===== config.mk =====
export PLATFORM = sky130hd
export DESIGN_NAME = reg_bank_wr_arbiter
export DESIGN_NICKNAME = d
export VERILOG_FILES = /design/src/rtl/reg_bank_wr_arbiter_pkg.sv /design/src/rtl/reg_bank_wr_arbiter_rr_pick.sv /design/src/rtl/reg_bank_wr_arbiter.sv
export SDC_FILE = /design/constraint.sdc
export NUM_CORES = 1
export LEC_CHECK = 0
export BUFFER_PORTS_ARGS = -buffer_cell sky130_fd_sc_hd__buf_4
export CAP_MARGIN = 20
export CORE_MARGIN = 4
export CORE_UTILIZATION = 46
export DETAILED_ROUTE_END_ITERATION = 8
export PLACE_DENSITY = 0.76
export SLEW_MARGIN = 15
export SYNTH_ARGS = -nofsm -noshare
export SYNTH_HDL_FRONTEND = slang
export SYNTH_SLANG_ARGS = --single-unit

===== constraint.sdc =====
create_clock -name clk -period 2.3 [get_ports clk]
set_input_delay 0.23 -clock clk [delete_from_list [all_inputs] [get_ports clk]]
set_output_delay 0.23 -clock clk [all_outputs]
set_load 0.005 [all_outputs]

===== src/rtl/reg_bank_wr_arbiter_pkg.sv =====
`default_nettype none
// +----------------------------------------------------------------------+
// | reg_bank_wr_arbiter_pkg                                               |
// | Shared controller state encodings for the register-bank write arbiter |
// | Revision: 1.0                                                         |
// +----------------------------------------------------------------------+
package reg_bank_wr_arbiter_pkg;

  typedef logic [0:0] state_t;

  localparam state_t ST_IDLE  = 1'b0;
  localparam state_t ST_WRITE = 1'b1;

endpackage
`default_nettype wire


===== src/rtl/reg_bank_wr_arbiter_rr_pick.sv =====
`default_nettype none
// +----------------------------------------------------------------------+
// | rr_pick                                                               |
// | Combinational round-robin picker: first request at or after ptr wins  |
// | Revision: 1.0                                                         |
// +----------------------------------------------------------------------+
module rr_pick #(
  parameter int NREQ = 4,
  parameter int IW   = (NREQ > 1) ? $clog2(NREQ) : 1
) (
  input  logic [NREQ-1:0] req,
  input  logic [IW-1:0]   ptr,
  output logic [NREQ-1:0] win,
  output logic [IW-1:0]   win_idx,
  output logic            any
);

  logic [2*NREQ-1:0] w_req2;
  logic [2*NREQ-1:0] w_rot;
  logic [IW:0]       w_sum;

  // Rotating a doubled copy puts the requester at ptr in bit 0.
  assign w_req2 = {req, req};
  assign w_rot  = w_req2 >> ptr;

  always_comb begin
    w_sum   = '0;
    win_idx = '0;
    win     = '0;
    any     = |req;
    for (int k = NREQ - 1; k >= 0; k--) begin
      if (w_rot[k]) begin
        w_sum = {1'b0, ptr} + (IW + 1)'(k);
        if (w_sum >= (IW + 1)'(NREQ)) begin
          w_sum = w_sum - (IW + 1)'(NREQ);
        end
        win_idx = w_sum[IW-1:0];
      end
    end
    if (any) begin
      win[win_idx] = 1'b1;
    end
  end

endmodule
`default_nettype wire


===== src/rtl/reg_bank_wr_arbiter.sv =====
`default_nettype none
// +----------------------------------------------------------------------+
// | reg_bank_wr_arbiter                                                   |
// | Round-robin shared write port into a small register bank, with a      |
// | registered read port and out-of-range write flag.                     |
// | Revision: 1.0                                                         |
// +----------------------------------------------------------------------+
module reg_bank_wr_arbiter
  import reg_bank_wr_arbiter_pkg::*;
#(
  parameter int NREQ  = 4,
  parameter int WIDTH = 8,
  parameter int DEPTH = 4,
  parameter int AW    = 2
) (
  input  logic                  clk,
  input  logic                  reset,
  input  logic [NREQ-1:0]       req,
  input  logic [NREQ*AW-1:0]    wr_addr,
  input  logic [NREQ*WIDTH-1:0] wr_data,
  output logic [NREQ-1:0]       gnt,
  input  logic [AW-1:0]         rd_addr,
  output logic [WIDTH-1:0]      rd_data,
  output logic                  addr_err,
  output logic                  busy
);

  localparam int              c_IW    = (NREQ > 1) ? $clog2(NREQ) : 1;
  localparam logic [AW:0]     c_DEPTH = (AW + 1)'(DEPTH);
  localparam logic [c_IW-1:0] c_LAST  = c_IW'(NREQ - 1);

  state_t            r_state;
  state_t            w_next_state;
  logic [c_IW-1:0]   r_ptr;
  logic [NREQ-1:0]   r_gnt;
  logic              r_err;
  logic [AW-1:0]     r_cap_addr;
  logic [WIDTH-1:0]  r_cap_data;
  logic [WIDTH-1:0]  r_bank [DEPTH];
  logic [WIDTH-1:0]  r_rd;

  logic [NREQ-1:0]   w_win;
  logic [c_IW-1:0]   w_win_idx;
  logic              w_any;
  logic              w_capture;
  logic              w_commit;
  logic              w_cap_ok;
  logic              w_rd_ok;
  logic [AW-1:0]     w_sel_addr;
  logic [WIDTH-1:0]  w_sel_data;

  rr_pick #(
    .NREQ (NREQ),
    .IW   (c_IW)
  ) u_pick (
    .req     (req),
    .ptr     (r_ptr),
    .win     (w_win),
    .win_idx (w_win_idx),
    .any     (w_any)
  );

  always_ff @(posedge clk) begin
    if (!reset) begin
      r_state <= ST_IDLE;
    end else begin
      r_state <= w_next_state;
    end
  end

  always_comb begin
    w_next_state = r_state;
    case (r_state)
      ST_IDLE:  if (w_any) w_next_state = ST_WRITE;
      ST_WRITE: w_next_state = ST_IDLE;
      default:  w_next_state = ST_IDLE;
    endcase
  end

  always_comb begin
    w_capture = (r_state == ST_IDLE) && w_any;
    w_commit  = (r_state == ST_WRITE);
    busy      = w_commit;
  end

  always_comb begin
    w_sel_addr = '0;
    w_sel_data = '0;
    for (int i = 0; i < NREQ; i++) begin
      if (w_win[i]) begin
        w_sel_addr = wr_addr[i*AW +: AW];
        w_sel_data = wr_data[i*WIDTH +: WIDTH];
      end
    end
  end

  assign w_cap_ok = ({1'b0, r_cap_addr} < c_DEPTH);
  assign w_rd_ok  = ({1'b0, rd_addr} < c_DEPTH);

  // Read samples the bank before this edge's write lands (read-before-write).
  always_ff @(posedge clk) begin
    if (!reset) begin
      r_ptr      <= '0;
      r_gnt      <= '0;
      r_err      <= 1'b0;
      r_rd       <= '0;
      r_cap_addr <= '0;
      r_cap_data <= '0;
      for (int d = 0; d < DEPTH; d++) begin
        r_bank[d] <= '0;
      end
    end else begin
      r_rd  <= w_rd_ok ? r_bank[rd_addr] : '0;
      r_gnt <= w_capture ? w_win : '0;
      r_err <= w_commit && !w_cap_ok;
      if (w_capture) begin
        r_cap_addr <= w_sel_addr;
        r_cap_data <= w_sel_data;
        r_ptr      <= (w_win_idx == c_LAST) ? '0 : w_win_idx + 1'b1;
      end
      if (w_commit && w_cap_ok) begin
        r_bank[r_cap_addr] <= r_cap_data;
      end
    end
  end

  assign gnt      = r_gnt;
  assign addr_err = r_err;
  assign rd_data  = r_rd;

endmodule
`default_nettype wire

==> metrics.csv, run 1 <==
stage;metric;value;unit
status;status;complete, no violations;
critical_path;Worst Path Arrival;2.35;ns
finish;fin area;3351;um^2
placement;port bufs;60;
grt;Most Used Layer, Global Route;met2;
sta;clk_skew;0.005114;ns
critical_path;crit path to;r_cap_addr[0];
floorplanning;Core Box Area;5507;um^2
finish;diode count;0;
routing;antenna viol nets, final;0;
clocking;Root Buffer;clkbuf_8;
sta;setup TNS;0;ns
critical_path;CP required;2.57;ns
finish;Area growth syn-to-layout;28.50;%
placement;Final GP Congestion;0.6788;
clocking;H-Tree Depth;3;
synthesis;Post-Syn Instances;221;
critical_path;CP Capture Type;register;
power;Cell Pwr Density;793.0;nW/um^2
routing;first drt pass iteration count;4;
power;leakage;1.431;nW
grt;vias in the first global route;1873;
grt;global-route total usage across every layer;16.03;%
min_path;HP Class;in2reg;
critical_path;Worst setup startpoint;r_ptr[0];
routing;post-route DRC violation count;0;
finish;Fillers;454;
clocking;post-CTS setup repair buffer count;0;
sta;Final setup viols;0;
clocking;cts bufs inserted;9;
grt;total gr overflow;0;
grt;first-pass GRT wire length;8776;um
synthesis;Seq cells post-synth;57;
grt;initial antenna violation count;0;
sta;Final min period;2.078;ns
finish;commonest non-fill, non-tap cell in the layout;buf_4;
clocking;CTS sink cnt;57;
grt;met1 Use GR;19.67;%
sta;Hold Slack;0.2693;ns
synthesis;synth warn;0;
clocking;post-cts sizing count;0;
synthesis;Synth async-reset ratio;0;%
clocking;Skew-Pair Late Insertion Delay;0.33;ns
routing;Avg WL per Cell;14.34;um
job;max cap viols;0;
floorplanning;die area;6937;um^2
grt;largest net degree at the start of global routing;30;
floorplanning;IO Count;62;
placement;DP Wirelength;3969;um
sta;final worst-path cycle share;90.37;%
clocking;TritonCTS clock tree;built;
floorplanning;initial core utilization;47.35;%
floorplanning;Die Y;83.29;um
finish;share of cells above drive strength 1;32.99;%
critical_path;critical path class;reg2reg;
grt;GR Util met3;5.357;%
finish;# nets final;338;
sta;final hold violation count;0;
sta;fmax;481.1;MHz
synthesis;Synth Net Count;273;
synthesis;Avg Cell Area, Syn;11.80;um^2
critical_path;worst flop-to-flop path endpoint;r_cap_addr[0];
critical_path;worst r2r src;r_ptr[0];
routing;WL final;5206;um
routing;DR iter-0 viols;94;
placement;Placed Area;3139;um^2
synthesis;Seq/Total Area, Yosys;56.05;%
power;Worst VDD drop;0.3990;mV
finish;commonest non-fill, non-tap cells in the layout;68 x buf_4, 32 x and2_1, 32 x edfxtp_1, 25 x nand2_1, 25 x dfxtp_1;
clocking;Clock transition at path regs;0.06;ns
sta;RSZ-0062 raised after global routing;false;
routing;via density per instance;5.050;
clocking;clock buffer depth;2;
critical_path;Worst Setup Start Kind;register;
critical_path;r2r worst-path depth;9;
clocking;hold buffers post-CTS;0;
grt;met2 GRT Util;25.87;%
critical_path;FF-to-FF setup slack;0.22;ns
finish;Final Core Density;60.85;%
synthesis;number of distinct library cells after synthesis;33;
power;overall power;2.657;mW
synthesis;mapped cell area;2608;um^2
floorplanning;die width;83.29;um
routing;via count;1833;
critical_path;CP max FO;10;
sta;Final Max Tran Viols;0;
floorplanning;site row count;27;
synthesis;Post-synth EDFFs;32;
synthesis;ys flop type;edfxtp_1;
==> metal layers <==
metal	up-vias	routed length, um	share of wire (%)
met1	829	2309	44
met2	66	2486	48
met5	-	0	0
met3	5	352	6.8
li1	933	-	-
met4	0	57	1.1
==> cell families after synthesis <==
kind of cell / count (synthesis) / share of synthesized area [%]
and+or+nand+nor: 96 / 20.92
other: 1 / 0.1438
AOI/OAI and AO/OA: 39 / 11.13
adders and majority gates: 4 / 1.919
muxes: 8 / 6.910
buffers and inverters: 16 / 2.927
DFF: 57 / 56.05
==> cell type report <==
cell class              count  area [um^2]  share of cell area [%]
flip-flops and latches     57         1461                   43.61
multi-input cells         148         1072                   32.00
repair buffers             68        510.5                   15.24
clock buffers               9        123.9                   3.697
well taps                  72        90.09                   2.689
clock inverters             7        85.08                   2.539
inverters                   2        7.507                  0.2240
==> sequential cells by signal, indices dropped and copies added, names as in the netlist <==
register    flops
r_cap_data      8
busy            1
r_cap_addr      2
rd_data         8
gnt             4
r_bank         32
r_ptr           2
==> critical path: stages (launching register included) <==
cell      delay [ns]
dfxtp_1         0.34
nor2b_1         0.15
a21oi_1         0.06
o221ai_1        0.34
inv_1           0.12
ha_1            0.24
nor2b_2         0.38
a22oi_1         0.14
nand2_1         0.10
a32o_1          0.15
==> synthesized netlist by cell type (all sizes together), types with 3 or more instances <==
library cell	instances	share of area (%)
a32o	10	3.8
buf	4	1.2
a22oi	10	2.9
mux4	8	6.9
nand2b	3	0.72
clkbuf	10	1.4
nand2	25	3.6
and2	33	8.0
nor2b	13	3.1
o21ai	12	2.3
nor2	3	0.53
and3	12	2.9
ha	4	1.9
dfxtp	25	19
edfxtp	32	37
==> how the worst min path moves through the flow <==
stage,slack [ns],endpoint,from,depth (start not counted)
finish,0.27,r_cap_data[0],wr_data[24],4
global route,0.27,r_cap_data[2],wr_data[2],4
CTS,0.26,r_cap_data[4],wr_data[4],4
detailed placement,0.52,r_cap_data[6],r_cap_data[6],1
global placement,0.51,r_cap_data[5],r_cap_data[5],1
floorplan,0.47,r_cap_data[0],r_cap_data[0],1
==> metrics by stage <==
stage / worst slack (ns) / instances
5_1_grt: 0.005169 / 363
2_1_floorplan: 0.3734 / 221
3_3_place_gp: 0.1535 / 347
4_1_cts: 0.03149 / 363
6_report: 0.2215 / 363
3_5_place_dp: 0.03156 / 347
==> power by group <==
part | total, mW | switching, mW | internal, mW
Sequential | 1.23 | 0.0580 | 1.17
Combinational | 0.443 | 0.208 | 0.235
Clock | 0.987 | 0.389 | 0.598
Total | 2.66 | 0.655 | 2.00
No activity file was read; power rests on OpenSTA's default activity.
==> run 2, diff against run 1 <==
- ABC_AREA: not set -> 1
- PLACE_DENSITY: 0.76 -> 0.74
==> run 2 against run 1 <==
Sequential power up 11%. Synthesized cell count up 83%. Clock skew up 0.0027 ns. Clock-buffer cell count up 6. Maximum frequency down 5.3%. Largest cell class unchanged.
==> metrics.csv, run 2 <==
stage;metric;value;unit
grt;first-pass GRT wire length;11870;um
critical_path;CP max stage cell;dfxtp_4;
synthesis;count leader, synth;nand2_1;
finish;fin cells;542;
clocking;post-CTS setup repair buffer count;0;
critical_path;Slowest Stage Delay on Critical Path;0.37;ns
synthesis;Seq/Total Area, Yosys;46.50;%
finish;diode count;0;
finish;commonest non-fill, non-tap cell in the layout;nand2_1;
routing;post-route DRC violation count;0;
critical_path;critical path class;reg2reg;
floorplanning;Core Box Area;6495;um^2
clocking;H-Tree Depth;3;
power;leakage;1.793;nW
synthesis;post-synth top area share;30.57;%
synthesis;mapped cell area;3143;um^2
routing;antenna viol nets, final;0;
critical_path;cell mode on critical path;nand2_1;
floorplanning;Die Y;90.66;um
finish;Most flops, register;r_bank;
routing;DR iter-0 viols;131;
job;max cap viols;0;
critical_path;WP buf/inv;4;
synthesis;Avg Cell Area, Syn;7.780;um^2
clocking;Skew-Pair Late Insertion Delay;0.33;ns
synthesis;Seq cells post-synth;57;
synthesis;Synth async-reset ratio;0;%
sta;final worst-path cycle share;95.43;%
min_path;HP Class;in2reg;
critical_path;CP Cell Sequence;inv_4 > nand2_1 > nand3_1 > nand2_1 > o21ai_0 > nand2_1 > nand2_1 > inv_1 > ha_1 > buf_4 > nand3_1 > nand2_1 > inv_1 > nand2_1 > nand2_1 > a21oi_2;
clocking;cts bufs inserted;9;
clocking;clock buffer depth;2;
critical_path;CP Capture Type;register;
grt;vias in the first global route;2600;
clocking;Clock transition at path regs;0.06;ns
grt;initial antenna violation count;0;
grt;total gr overflow;0;
routing;via count;2624;
placement;Final GP Congestion;0.9246;
synthesis;Synth Net Count;456;
sta;Final Max Tran Viols;0;
finish;multi-input combinational cell area;1315;um^2
finish;flip-flop count of the largest register after layout;32;
grt;global-route total usage across every layer;17.96;%
sta;clk_skew;0.007795;ns
finish;sequential standard cell area;1466;um^2
synthesis;Post-synth EDFFs;32;
critical_path;Worst Path Arrival;2.41;ns
sta;setup TNS;0;ns
finish;Area growth syn-to-layout;18.31;%
floorplanning;die area;8219;um^2
finish;share of cells above drive strength 1;23.44;%
sta;worst setup margin;0.1052;ns
synthesis;number of distinct library cells after synthesis;28;
synthesis;synth cell count leaders;87 x nand2_1, 78 x nor2_1, 48 x inv_1;
synthesis;synth warn;0;
synthesis;ys flop type;edfxtp_1;
sta;final hold violation count;0;
floorplanning;site row count;29;
routing;first drt pass iteration count;4;
power;Cell Pwr Density;1085;nW/um^2
synthesis;Synth area leader;edfxtp_1;
finish;# nets final;512;
finish;Fillers;596;
critical_path;Worst Setup Start Kind;register;
synthesis;ranking of synthesized cells by area;edfxtp_1 31%, dfxtp_1 16%, nand2_1 10%, nor2_1 9.3%, nand3_1 6.2%;
critical_path;CP top delay family;simple AND/OR/NAND/NOR gates;
sta;Final setup viols;0;
finish;commonest non-fill, non-tap cells in the layout;85 x nand2_1, 78 x nor2_1, 63 x buf_4, 47 x inv_1, 39 x nand3_1;
floorplanning;die width;90.66;um
finish;Final Core Density;57.25;%
grt;largest net degree at the start of global routing;36;
routing;WL final;6918;um
power;Worst VDD drop;0.6990;mV
clocking;TritonCTS clock tree;built;
synthesis;Post-Syn Instances;404;
routing;Avg WL per Cell;12.76;um
clocking;Root Buffer;clkbuf_8;
placement;DP Cell Count;526;
clocking;hold buffers post-CTS;0;
routing;via density per instance;4.841;
clocking;CTS sink cnt;57;
status;status;complete, no violations;
floorplanning;initial core utilization;48.39;%
floorplanning;IO Count;62;
critical_path;CP max FO;10;
sta;Final min period;2.195;ns
placement;Setup WS pre-CTS;-0.1292;ns
placement;DP Wirelength;4967;um
critical_path;CP required;2.51;ns
placement;port bufs;60;
sta;fmax;455.6;MHz
## run 2: cell types whose count changed after synthesis, moves of 8 or more
cell	change
a21oi_1	+12
a21oi_2	+10
a22oi_1	-10
a32o_1	-10
and2_1	-32
and3_1	-11
clkbuf_1	-9
inv_1	+46
mux4_2	-8
nand2_1	+62
nand3_1	+38
nor2_1	+76
nor2b_1	-13
o21ai_0	+16
## run 2: kinds of logic (layout without fill, tap and decap cells)
kind of cell | Yosys count | in the layout | share of synthesized area, %
AO/OA/AOI/OAI | 51 | 51 | 9.315
flip-flops | 57 | 57 | 46.50
other | 1 | 1 | 0.1193
XOR/XNOR | 1 | 1 | 0.2787
adder cells (fa/ha/maj) | 4 | 4 | 1.592
AND/OR/NAND/NOR | 218 | 218 | 29.90
buffers and inverters | 72 | 133 | 12.30
## run 2: repair_timing
action,in CTS,in global routing
pin swaps,0,1
resized for setup,1,9
endpoints found under the setup margin,10,10
## run 2: power by group
group | switching, mW | internal (mW)
clock | 0.359 | 0.419
sequential | 0.0995 | 1.27
combinational | 1.19 | 0.697
## run 2: metrics by stage
step	power [mW]	hold WS, ns	instance area [um^2]
after global placement	3.119	0.5035	3531
after floorplan	2.861	0.4563	3143
after detailed placement	3.166	0.5072	3531
after CTS	3.948	0.2254	3694
final	4.033	0.2322	3719
after global routing	4.399	0.2684	3719
## run 2: final timing paths
check	startpoint	endpoint	slack, ns	depth (start not counted)
worst max register to register	r_ptr[0]	r_cap_data[2]	0.11	16
worst min-delay path	wr_data[26]	r_cap_data[2]	0.23	5
worst min register to register	r_cap_data[0]	r_cap_data[0]	0.52	2
worst max-delay path	r_ptr[0]	r_cap_data[2]	0.11	16
## run 2: cell type report
class / count / area share (%)
flip-flops and latches: 57 / 39.43
multi-input cells: 275 / 35.36
repair buffers: 63 / 12.72
inverters: 54 / 5.585
clock buffers: 15 / 4.206
well taps: 77 / 2.591
clock inverters: 1 / 0.1009
## run 2: per-layer routing
layer	global-route usage, %	part of all wire (%)	vias to the layer above
li1	-	-	1385
met1	21.59	44	1144
met2	30.76	49	83
met3	3.750	4.8	12
met4	8.036	1.8	0
met5	0	0	-
## run 2: tightest hold or removal path, stage by stage
cell and delay [ns]:
buf_4 0.08, inv_1 0.03, nand2_1 0.04, nand2_1 0.05, a21oi_2 0.10
==> run 3, diff against run 2 <==
- BUFFER_PORTS_ARGS: -buffer_cell sky130_fd_sc_hd__buf_4 -> not set
- DONT_BUFFER_PORTS: not set -> 1
- PLACE_DENSITY: 0.74 -> 0.67
==> run 3 against run 2 <==
Total power shrank 2.7%. Via count fell by 8.5%. Combinational power decreased by 9.5%. Hold slack worse by 0.19 ns. Core utilization fell by 6.7 points. Wire length shrank 9.7%.
==> metrics.csv, run 3 (synthesis results as in run 2) <==
stage;metric;value;unit
status;status;complete, no violations;
finish;Most flops, register;r_bank;
finish;multi-input combinational cell area;1315;um^2
clocking;Clock transition at path regs;0.06;ns
sta;Final setup viols;0;
sta;final worst-path cycle share;87.59;%
finish;commonest non-fill, non-tap cells in the layout;85 x nand2_1, 78 x nor2_1, 48 x inv_1, 39 x nand3_1, 32 x edfxtp_1;
routing;post-route DRC violation count;0;
min_path;HP Class;in2reg;
routing;Avg WL per Cell;12.97;um
finish;flip-flop count of the largest register after layout;32;
clocking;CTS sink cnt;57;
critical_path;Worst Setup Start Kind;register;
placement;Final GP Congestion;0.8164;
sta;Final min period;2.015;ns
grt;vias in the first global route;2279;
finish;Final Core Density;50.51;%
floorplanning;IO Count;62;
critical_path;CP required;2.57;ns
sta;RSZ-0062 raised after global routing;false;
finish;Area growth syn-to-layout;4.379;%
placement;DP Wirelength;4487;um
sta;Final Max Tran Viols;0;
critical_path;critical path class;reg2reg;
finish;# nets final;452;
clocking;Root Buffer;clkbuf_8;
finish;commonest non-fill, non-tap cell in the layout;nand2_1;
clocking;TritonCTS clock tree;built;
routing;first drt pass iteration count;5;
sta;clk_skew;0.005294;ns
grt;global-route total usage across every layer;15.54;%
routing;DR iter-0 viols;77;
critical_path;Worst Path Arrival;2.29;ns
power;leakage;1.510;nW
clocking;post-CTS setup repair buffer count;0;
critical_path;CP max FO;21;
floorplanning;die width;90.66;um
power;Cell Pwr Density;1197;nW/um^2
critical_path;FF-to-FF setup slack;0.29;ns
finish;Fillers;613;
power;overall power;3.926;mW
routing;via count;2400;
grt;total gr overflow;0;
clocking;H-Tree Depth;3;
grt;first-pass GRT wire length;10200;um
routing;antenna viol nets, final;0;
grt;largest net degree at the start of global routing;36;
routing;WL final;6250;um
clocking;hold buffers post-CTS;0;
floorplanning;die area;8219;um^2
grt;initial antenna violation count;0;
floorplanning;site row count;29;
power;Worst VDD drop;0.8614;mV
job;max cap viols;0;
finish;share of cells above drive strength 1;12.35;%
clocking;cts bufs inserted;9;
floorplanning;initial core utilization;48.39;%
placement;port bufs;0;
routing;via density per instance;4.979;
clocking;clock buffer depth;2;
sta;fmax;496.4;MHz
clocking;Skew-Pair Late Insertion Delay;0.33;ns
sta;final hold violation count;0;
floorplanning;Die Y;90.66;um
critical_path;CP Capture Type;register;
finish;diode count;0;
finish;sequential standard cell area;1464;um^2
floorplanning;Core Box Area;6495;um^2
run 3: cell types whose count changed in the layout (fill, tap and decap cells not counted), sizes merged:
cell	change
clkinv	-1
clkbuf	+1
buf	-60
run 3: final cells by class:
cell class,instances,area share (%)
clock buffer,16,5.492
inverter,54,6.255
multi-input combinational,275,40.08
sequential,57,44.62
tap,77,2.937
timing repair buffer,3,0.6102
run 3: per-stage QoR:
step / setup WS, ns / instance area (um^2) / hold slack [ns] / TNS (ns) / instances
after global routing: 0.02151 / 3281 / 0.02314 / 0 / 482
after detailed placement: -0.07525 / 3078 / 0.3869 / -0.4765 / 466
after CTS: 0.1112 / 3261 / 0.02421 / 0 / 482
final: 0.2854 / 3281 / 0.04039 / 0 / 482
after global placement: 0.01424 / 3073 / 0.3829 / 0 / 465
after floorplan: 0.3981 / 3143 / 0.4563 / 0 / 404
run 3: power breakdown:
group	switching, mW	internal (mW)
Combinational	1.10	0.608
Sequential	0.105	1.27
Clock	0.359	0.481
run 3: final timing paths:
check / start / endpoint / cells after the start
max reg2reg: r_ptr[0] / r_cap_data[7] / 16
min reg2reg: r_cap_data[1] / r_cap_data[1] / 2
max: r_ptr[0] / r_cap_data[7] / 16
min: reset / r_ptr[1] / 2
run 3: critical path, stage by stage, from the launching register on:
cell and delay (ns):
dfxtp_2 0.35, inv_2 0.13, nand2_1 0.09, nand3_1 0.11
nand2_1 0.07, inv_2 0.06, nand3_1 0.09, nand2_1 0.13
inv_1 0.10, ha_4 0.24, nor2_1 0.12, nand3_1 0.09
nand2_1 0.09, nand2_1 0.05, nand2_1 0.07, nand2_1 0.07
a21oi_2 0.10
run 3: layer usage:
metal / up-vias / share of wire, % / global-route usage (%)
met5: - / 0 / 0
met4: 0 / 2.2 / 7.143
met3: 13 / 5.4 / 5.417
met2: 89 / 46 / 25.14
met1: 1034 / 46 / 18.50
li1: 1264 / - / -
run 3: timing repair:
action,4_1_cts,5_1_grt
resized for setup,1,6
endpoints found under the setup margin,10,10
endpoints found under the hold margin,0,0
